--- src/rtl/siso_bist_ctrl_if.sv ---
// -----------------------------------------------------------------------------
// siso_bist_ctrl_if
// Link between the BIST sequencer and the HDSISO8/LFSR8 datapath.
//   LFSR_BIT : reference bit from LFSR8 (the same bit fed to the SISO chain)
//   D_OUT    : SISO output bit, synchronous to the datapath clock
//   LFSR_EN  : LFSR8 enable
//   DIN_SEL  : SISO input mux select (1 = LFSR_BIT)
//   SHOW_SEL : byte-output mux select (1 = LFSR state)
// master = the sequencer, slave = the datapath side.
// -----------------------------------------------------------------------------
interface siso_bist_ctrl_if;
  logic LFSR_BIT;
  logic D_OUT;
  logic LFSR_EN;
  logic DIN_SEL;
  logic SHOW_SEL;

  modport master (
    input  LFSR_BIT,
    input  D_OUT,
    output LFSR_EN,
    output DIN_SEL,
    output SHOW_SEL
  );

  modport slave (
    output LFSR_BIT,
    output D_OUT,
    input  LFSR_EN,
    input  DIN_SEL,
    input  SHOW_SEL
  );
endinterface

--- src/rtl/siso_bist_ctrl.sv ---
// -----------------------------------------------------------------------------
// siso_bist_ctrl
// Built-in self-test sequencer for the HDSISO8 shift-register datapath.
// Starts the LFSR, steers the SISO input to the LFSR bit, waits out the SISO
// latency (PRIME, DEPTH cycles), then compares D_OUT against a delayed copy of
// the LFSR bit for RUN_LEN cycles (CHECK) and reports pass/fail + error count.
//
// Parameters:
//   DEPTH   : LFSR_BIT -> D_OUT latency in cycles (1..255)
//   RUN_LEN : number of compared cycles (1..255)
//   ERR_W   : width of the saturating error counter
//
// Ports:
//   CLK       in   clock (CLK_OUT domain)
//   RESET     in   asynchronous active-low reset
//   START     in   async pad level; synchronized rising edge launches a test
//   ABORT     in   async pad level; synchronized high forces IDLE
//   link      if   datapath link (LFSR_BIT, D_OUT in; LFSR_EN, DIN_SEL,
//                  SHOW_SEL out)
//   BUSY      out  high in PRIME or CHECK
//   DONE      out  high in DONE
//   PASS      out  DONE and ERR_CNT == 0
//   ERR_CNT   out  saturating mismatch count
//   FIRST_ERR out  CHECK index of the first mismatch (0xFF = none)
//
// Optional feature macro: SISO_BIST_FIRST_ERR_EN
//   defined   : FIRST_ERR is captured in flops
//   undefined : FIRST_ERR is tied to 8'hFF
// -----------------------------------------------------------------------------
module siso_bist_ctrl #(
  parameter int DEPTH   = 16,
  parameter int RUN_LEN = 255,
  parameter int ERR_W   = 8
) (
  input  logic                 CLK,
  input  logic                 RESET,
  input  logic                 START,
  input  logic                 ABORT,
  siso_bist_ctrl_if.master     link,
  output logic                 BUSY,
  output logic                 DONE,
  output logic                 PASS,
  output logic [ERR_W-1:0]     ERR_CNT,
  output logic [7:0]           FIRST_ERR
);

  typedef enum logic [1:0] {
    S_IDLE  = 2'd0,
    S_PRIME = 2'd1,
    S_CHECK = 2'd2,
    S_DONE  = 2'd3
  } state_t;

  localparam logic [7:0]       DEPTH_LAST = 8'(DEPTH - 1);
  localparam logic [7:0]       RUN_LAST   = 8'(RUN_LEN - 1);
  localparam logic [ERR_W-1:0] ERR_MAX    = {ERR_W{1'b1}};

  state_t           state_q, state_d;
  logic [7:0]       cnt_q, cnt_d;
  logic [ERR_W-1:0] err_q, err_d;
  logic [DEPTH-1:0] ref_q, ref_d;

  logic start_s1_q, start_s2_q, start_prev_q;
  logic abort_s1_q, abort_s2_q;
  logic start_edge;
  logic active;
  logic mismatch;

  // ---------------------------------------------------------------------------
  // Pad synchronizers
  // ---------------------------------------------------------------------------
  always_ff @(posedge CLK or negedge RESET) begin
    if (!RESET) begin
      start_s1_q   <= 1'b0;
      start_s2_q   <= 1'b0;
      start_prev_q <= 1'b0;
      abort_s1_q   <= 1'b0;
      abort_s2_q   <= 1'b0;
    end else begin
      start_s1_q   <= START;
      start_s2_q   <= start_s1_q;
      start_prev_q <= start_s2_q;
      abort_s1_q   <= ABORT;
      abort_s2_q   <= abort_s1_q;
    end
  end

  // prev tracks every cycle, so an edge swallowed by ABORT is gone for good.
  assign start_edge = start_s2_q & ~start_prev_q;

  assign active   = (state_q == S_PRIME) || (state_q == S_CHECK);
  assign mismatch = link.D_OUT ^ ref_q[DEPTH-1];

  // ---------------------------------------------------------------------------
  // Reference delay line: one stage per cycle of datapath latency, advanced
  // only while the LFSR runs so it stays aligned with the SISO chain.
  // ---------------------------------------------------------------------------
  generate
    if (DEPTH == 1) begin : g_ref1
      always_comb ref_d = active ? link.LFSR_BIT : ref_q;
    end else begin : g_refn
      always_comb ref_d = active ? {ref_q[DEPTH-2:0], link.LFSR_BIT} : ref_q;
    end
  endgenerate

  // ---------------------------------------------------------------------------
  // Optional first-error capture
  // ---------------------------------------------------------------------------
`ifdef SISO_BIST_FIRST_ERR_EN
  logic [7:0] first_err_q, first_err_d;
`endif

  // ---------------------------------------------------------------------------
  // Next-state logic
  // ---------------------------------------------------------------------------
  always_comb begin
    state_d = state_q;
    cnt_d   = cnt_q;
    err_d   = err_q;
`ifdef SISO_BIST_FIRST_ERR_EN
    first_err_d = first_err_q;
`endif
    case (state_q)
      S_IDLE: begin
        if (!abort_s2_q && start_edge) begin
          state_d = S_PRIME;
          cnt_d   = 8'd0;
          err_d   = '0;
`ifdef SISO_BIST_FIRST_ERR_EN
          first_err_d = 8'hFF;
`endif
        end
      end
      S_PRIME: begin
        if (abort_s2_q) begin
          state_d = S_IDLE;
        end else if (cnt_q == DEPTH_LAST) begin
          state_d = S_CHECK;
          cnt_d   = 8'd0;
        end else begin
          cnt_d = cnt_q + 8'd1;
        end
      end
      S_CHECK: begin
        if (abort_s2_q) begin
          state_d = S_IDLE;
        end else begin
          if (mismatch && (err_q != ERR_MAX)) begin
            err_d = err_q + 1'b1;
          end
`ifdef SISO_BIST_FIRST_ERR_EN
          // Index never reaches 0xFF (RUN_LEN <= 255), so 0xFF means "none yet".
          if (mismatch && (first_err_q == 8'hFF)) begin
            first_err_d = cnt_q;
          end
`endif
          if (cnt_q == RUN_LAST) begin
            state_d = S_DONE;
            cnt_d   = 8'd0;
          end else begin
            cnt_d = cnt_q + 8'd1;
          end
        end
      end
      S_DONE: begin
        if (abort_s2_q) begin
          state_d = S_IDLE;
        end else if (start_edge) begin
          state_d = S_PRIME;
          cnt_d   = 8'd0;
          err_d   = '0;
`ifdef SISO_BIST_FIRST_ERR_EN
          first_err_d = 8'hFF;
`endif
        end
      end
      default: state_d = S_IDLE;
    endcase
  end

  // ---------------------------------------------------------------------------
  // State registers
  // ---------------------------------------------------------------------------
  always_ff @(posedge CLK or negedge RESET) begin
    if (!RESET) begin
      state_q <= S_IDLE;
      cnt_q   <= 8'd0;
      err_q   <= '0;
      ref_q   <= '0;
    end else begin
      state_q <= state_d;
      cnt_q   <= cnt_d;
      err_q   <= err_d;
      ref_q   <= ref_d;
    end
  end

`ifdef SISO_BIST_FIRST_ERR_EN
  always_ff @(posedge CLK or negedge RESET) begin
    if (!RESET) begin
      first_err_q <= 8'h00;
    end else begin
      first_err_q <= first_err_d;
    end
  end
  assign FIRST_ERR = first_err_q;
`else
  assign FIRST_ERR = 8'hFF;
`endif

  // ---------------------------------------------------------------------------
  // Outputs: decoded from registers only
  // ---------------------------------------------------------------------------
  assign link.LFSR_EN  = active;
  assign link.DIN_SEL  = active;
  assign link.SHOW_SEL = active;
  assign BUSY          = active;
  assign DONE          = (state_q == S_DONE);
  assign PASS          = (state_q == S_DONE) && (err_q == '0);
  assign ERR_CNT       = err_q;

endmodule

--- src/flat_wrapper.sv ---
// flat-port wrapper written by rule: the top's interface ports become plain ports
module siso_bist_ctrl_flat 
#(
  parameter int DEPTH   = 16,
  parameter int RUN_LEN = 255,
  parameter int ERR_W   = 8
)
  (CLK, RESET, START, ABORT, BUSY, DONE, PASS, ERR_CNT, FIRST_ERR, link_LFSR_BIT, link_D_OUT, link_LFSR_EN, link_DIN_SEL, link_SHOW_SEL);
  siso_bist_ctrl_if link_i ();
  input  logic CLK;
  input  logic RESET;
  input  logic START;
  input  logic ABORT;
  output logic BUSY;
  output logic DONE;
  output logic PASS;
  output logic [ERR_W-1:0] ERR_CNT;
  output logic [7:0] FIRST_ERR;
  input wire logic [$bits(link_i.LFSR_BIT)-1:0] link_LFSR_BIT;
  input wire logic [$bits(link_i.D_OUT)-1:0] link_D_OUT;
  output wire logic [$bits(link_i.LFSR_EN)-1:0] link_LFSR_EN;
  output wire logic [$bits(link_i.DIN_SEL)-1:0] link_DIN_SEL;
  output wire logic [$bits(link_i.SHOW_SEL)-1:0] link_SHOW_SEL;
  assign link_i.LFSR_BIT = link_LFSR_BIT;
  assign link_i.D_OUT = link_D_OUT;
  assign link_LFSR_EN = link_i.LFSR_EN;
  assign link_DIN_SEL = link_i.DIN_SEL;
  assign link_SHOW_SEL = link_i.SHOW_SEL;
  siso_bist_ctrl #(.DEPTH(DEPTH), .RUN_LEN(RUN_LEN), .ERR_W(ERR_W)) u_core (.CLK(CLK), .RESET(RESET), .START(START), .ABORT(ABORT), .link(link_i), .BUSY(BUSY), .DONE(DONE), .PASS(PASS), .ERR_CNT(ERR_CNT), .FIRST_ERR(FIRST_ERR));
endmodule
--- config.mk ---
export PLATFORM = sky130hd
export DESIGN_NAME = siso_bist_ctrl_flat
export DESIGN_NICKNAME = d
export VERILOG_FILES = /design/src/rtl/siso_bist_ctrl_if.sv /design/src/rtl/siso_bist_ctrl.sv /design/src/flat_wrapper.sv
export SDC_FILE = /design/constraint.sdc
export NUM_CORES = 1
export LEC_CHECK = 0
export ABC_AREA = 1
export CORE_MARGIN = 8
export CORE_UTILIZATION = 59
export CTS_CLUSTER_SIZE = 20
export DETAILED_ROUTE_END_ITERATION = 8
export GPL_TIMING_DRIVEN = 0
export PLACE_DENSITY = 0.84
export SYNTH_ARGS = -nofsm -noshare
export SYNTH_HDL_FRONTEND = slang
export SYNTH_SLANG_ARGS = --single-unit
--- constraint.sdc ---
create_clock -name CLK -period 3.9 [get_ports CLK]
set_input_delay 0.78 -clock CLK [delete_from_list [all_inputs] [get_ports CLK]]
set_output_delay 0.78 -clock CLK [all_outputs]
set_load 0.02 [all_outputs]
==> run metrics <==
P per Cell Area=728.7 nW/um^2; clock root buffer=clkbuf_8; Critical Path Fanout Max=8; leakage power=0.001305 uW; Clock Tree Buf Depth=2; most frequent cells in the layout=nand2_1, dfrtp_1, inv_1; critical path startpoint category=flop; # resized after CTS=0; DR vias=1,851; initial antenna violation count=0; core area=3661 um^2; CP max stage delay=0.59 ns; Vias/cell=5.099; final period utilization=0.7338; max-capacitance violation count=0; Ports=28; most common cell after layout, fill and taps aside=nand2_1; Finished Cell Area=2610 um^2; drt total wl=4449 um; Worst EP arrival=2.08 ns; Multi-input gate area=1046 um^2; Main synth FF type=dfrtp_1; Post-Syn Area=2257 um^2; ant diodes=0; clk sinks=39; hpwl dp=3284 um; Least-Margin Pin Slew=0.8430 ns; clk slew on worst S/H paths=0.07 ns; H-tree levels=2; final setup fails=0; final hold violation count=0; post-route ant nets=0; Hold WC Path Type=reg2reg; Post-synth EDFFs=0; Hold-fix buffers, CTS=0; Register Area=975.9 um^2; flops & latches, synth=39; count of cell types in the netlist=28; placed cell areas=2529 um^2; Port Buffer Count=19; Hold Path Stages=0; status=complete, no violations; kind of critical path=reg2out; number of setup buffers added after CTS=0; R2R depth=8; gpl congestion=0.8944; Setup Total Neg Slack=0 ns; crit-path cells=inv_1 > ha_1 > buf_4 > clkdlybuf4s50_1; Slew Viols, Final=0; clock latency on the worst-skew pair=0.29 ns; fmax=0.3494 GHz; RSZ-0062 raised after global routing=no; GRT overflow=0; layout overhead on the synthesized area=15.63%; Logic pwr share=0.552; Crit. End Element=primary output; WL/cell=12.26 um; Int Power=1034 uW; Post-route DRC=0; drt first pass iters=4; Initial Util=0.6165; slew margin rel.=0.4380; Max rail drop VDD=0.7049 mV; initial drt markers=78; sequential element share of the synthesized area=0.4324; Die Width=77.85 um; switching part of the total power=0.4565; min Tclk post-route=2.862 ns; first-pass GRT wire length=7948 um; fillers=287; clock network fraction of total power=0.139; sw power=868.3 uW; CTS Buf Count=5; CTS tree=built; synthesized area per cell=8.033 um^2; Final Skew=0.005638 ns; Req. time, crit path=3.12 ns; chip height=77.85 um; Site Rows=22; async set-reset flop share out of synthesis=1.000; Reg power frac=0.309; nets=330; slowest CP cell=clkdlybuf4s50_1; vias in the first global route=1,836; post-layout util=0.7129; share of post-route cells with drive strength above 1=0.1429; Syn Inst Count=281; gr usage total=0.1572; total power=1902 uW; largest net degree at the start of global routing=40; Yosys Warn Count=0; die area=6061 um^2
==> sequential cells by signal, summed over array words and instances (netlist names) <==
| name | count |
|---|---|
| u_core.ref_q | 16 |
| u_core.ERR_CNT | 8 |
| u_core.cnt_q | 8 |
| u_core.state_q | 2 |
| u_core.abort_s1_q | 1 |
| u_core.abort_s2_q | 1 |
| u_core.start_prev_q | 1 |
| u_core.start_s1_q | 1 |
| u_core.start_s2_q | 1 |
==> through the flow <==
stage          setup WS [ns]  instances  hold WS (ns)
3_3_place_gp           1.126        355        0.3337
6_report               1.038        363        0.3473
2_1_floorplan          1.653        288        0.3312
3_5_place_dp           1.338        355        0.3347
4_1_cts                1.009        363        0.3481
5_1_grt               0.9291        363        0.3585
==> cell type report <==
class | instances | share of cell area
Multi-Input combinational cell | 196 | 0.4008
Sequential cell | 39 | 0.3739
Buffer | 19 | 0.05129
Timing Repair Buffer | 19 | 0.07095
Clock inverter | 1 | 0.001918
Tap cell | 48 | 0.02301
Clock buffer | 7 | 0.02924
Inverter | 34 | 0.04890
==> power by group through the flow <==
| stage | clock (uW) | combinational, uW | sequential [uW] |
|---|---|---|---|
| after floorplan | 0 | 748 | 585 |
| after global placement | 0 | 1010 | 589 |
| after detailed placement | 0 | 1050 | 596 |
| after CTS | 267 | 1060 | 588 |
| after global routing | 284 | 1170 | 600 |
| final | 264 | 1050 | 588 |
==> per-layer routing <==
layer	vias up	track usage	share of wire
met5	-	0	0
met4	0	0.05472	0.0099
li1	932	-	-
met1	871	0.1775	0.43
met3	6	0.04608	0.058
met2	42	0.2749	0.50
==> critical path, delay by kind of cell, from the launching register on <==
kind / cells / cell delay (ns)
buffers and inverters: 3 / 0.89
adder cells (fa/ha/maj): 1 / 0.45
flip-flops: 1 / 0.45
==> synthesized netlist by cell type, drive strengths merged, types with 2 or more instances <==
cell type	count	area [um^2]
inv	34	127.6
nand4	10	62.56
buf	15	118.9
nand3	20	110.1
dfrtp	39	975.9
a21oi	9	45.04
o21ai	20	133.9
nand3b	2	15.01
ha	10	125.1
clkbuf	4	15.01
xor2	5	43.79
nand2	83	341.6
nor2	25	111.4
==> final timing paths <==
check,start,to,slack (ns)
worst max-delay path,u_core.state_q[1],link_DIN_SEL,1.04
worst min-delay path,u_core.abort_s1_q,u_core.abort_s2_q,0.35
worst max register to register,u_core.state_q[0],u_core.cnt_q[4],2.10
worst min register to register,u_core.abort_s1_q,u_core.abort_s2_q,0.35
max in group asynchronous,RESET,u_core.cnt_q[1],2.78
min in group asynchronous,RESET,u_core.ref_q[11],0.59
==> cells by family (layout without fill, tap and decap cells) <==
kind of cell | count (synthesis) | count (layout) | share of synthesized area
other | 1 | 8 | 0.001661
AO/OA/AOI/OAI | 30 | 30 | 0.08259
AND/OR/NAND/NOR | 142 | 142 | 0.2888
buffers and inverters | 53 | 80 | 0.1159
XOR/XNOR | 6 | 6 | 0.02328
adder cells (fa/ha/maj) | 10 | 10 | 0.05543
flip-flops | 39 | 39 | 0.4324
No activity file was read; power rests on OpenSTA's default activity.
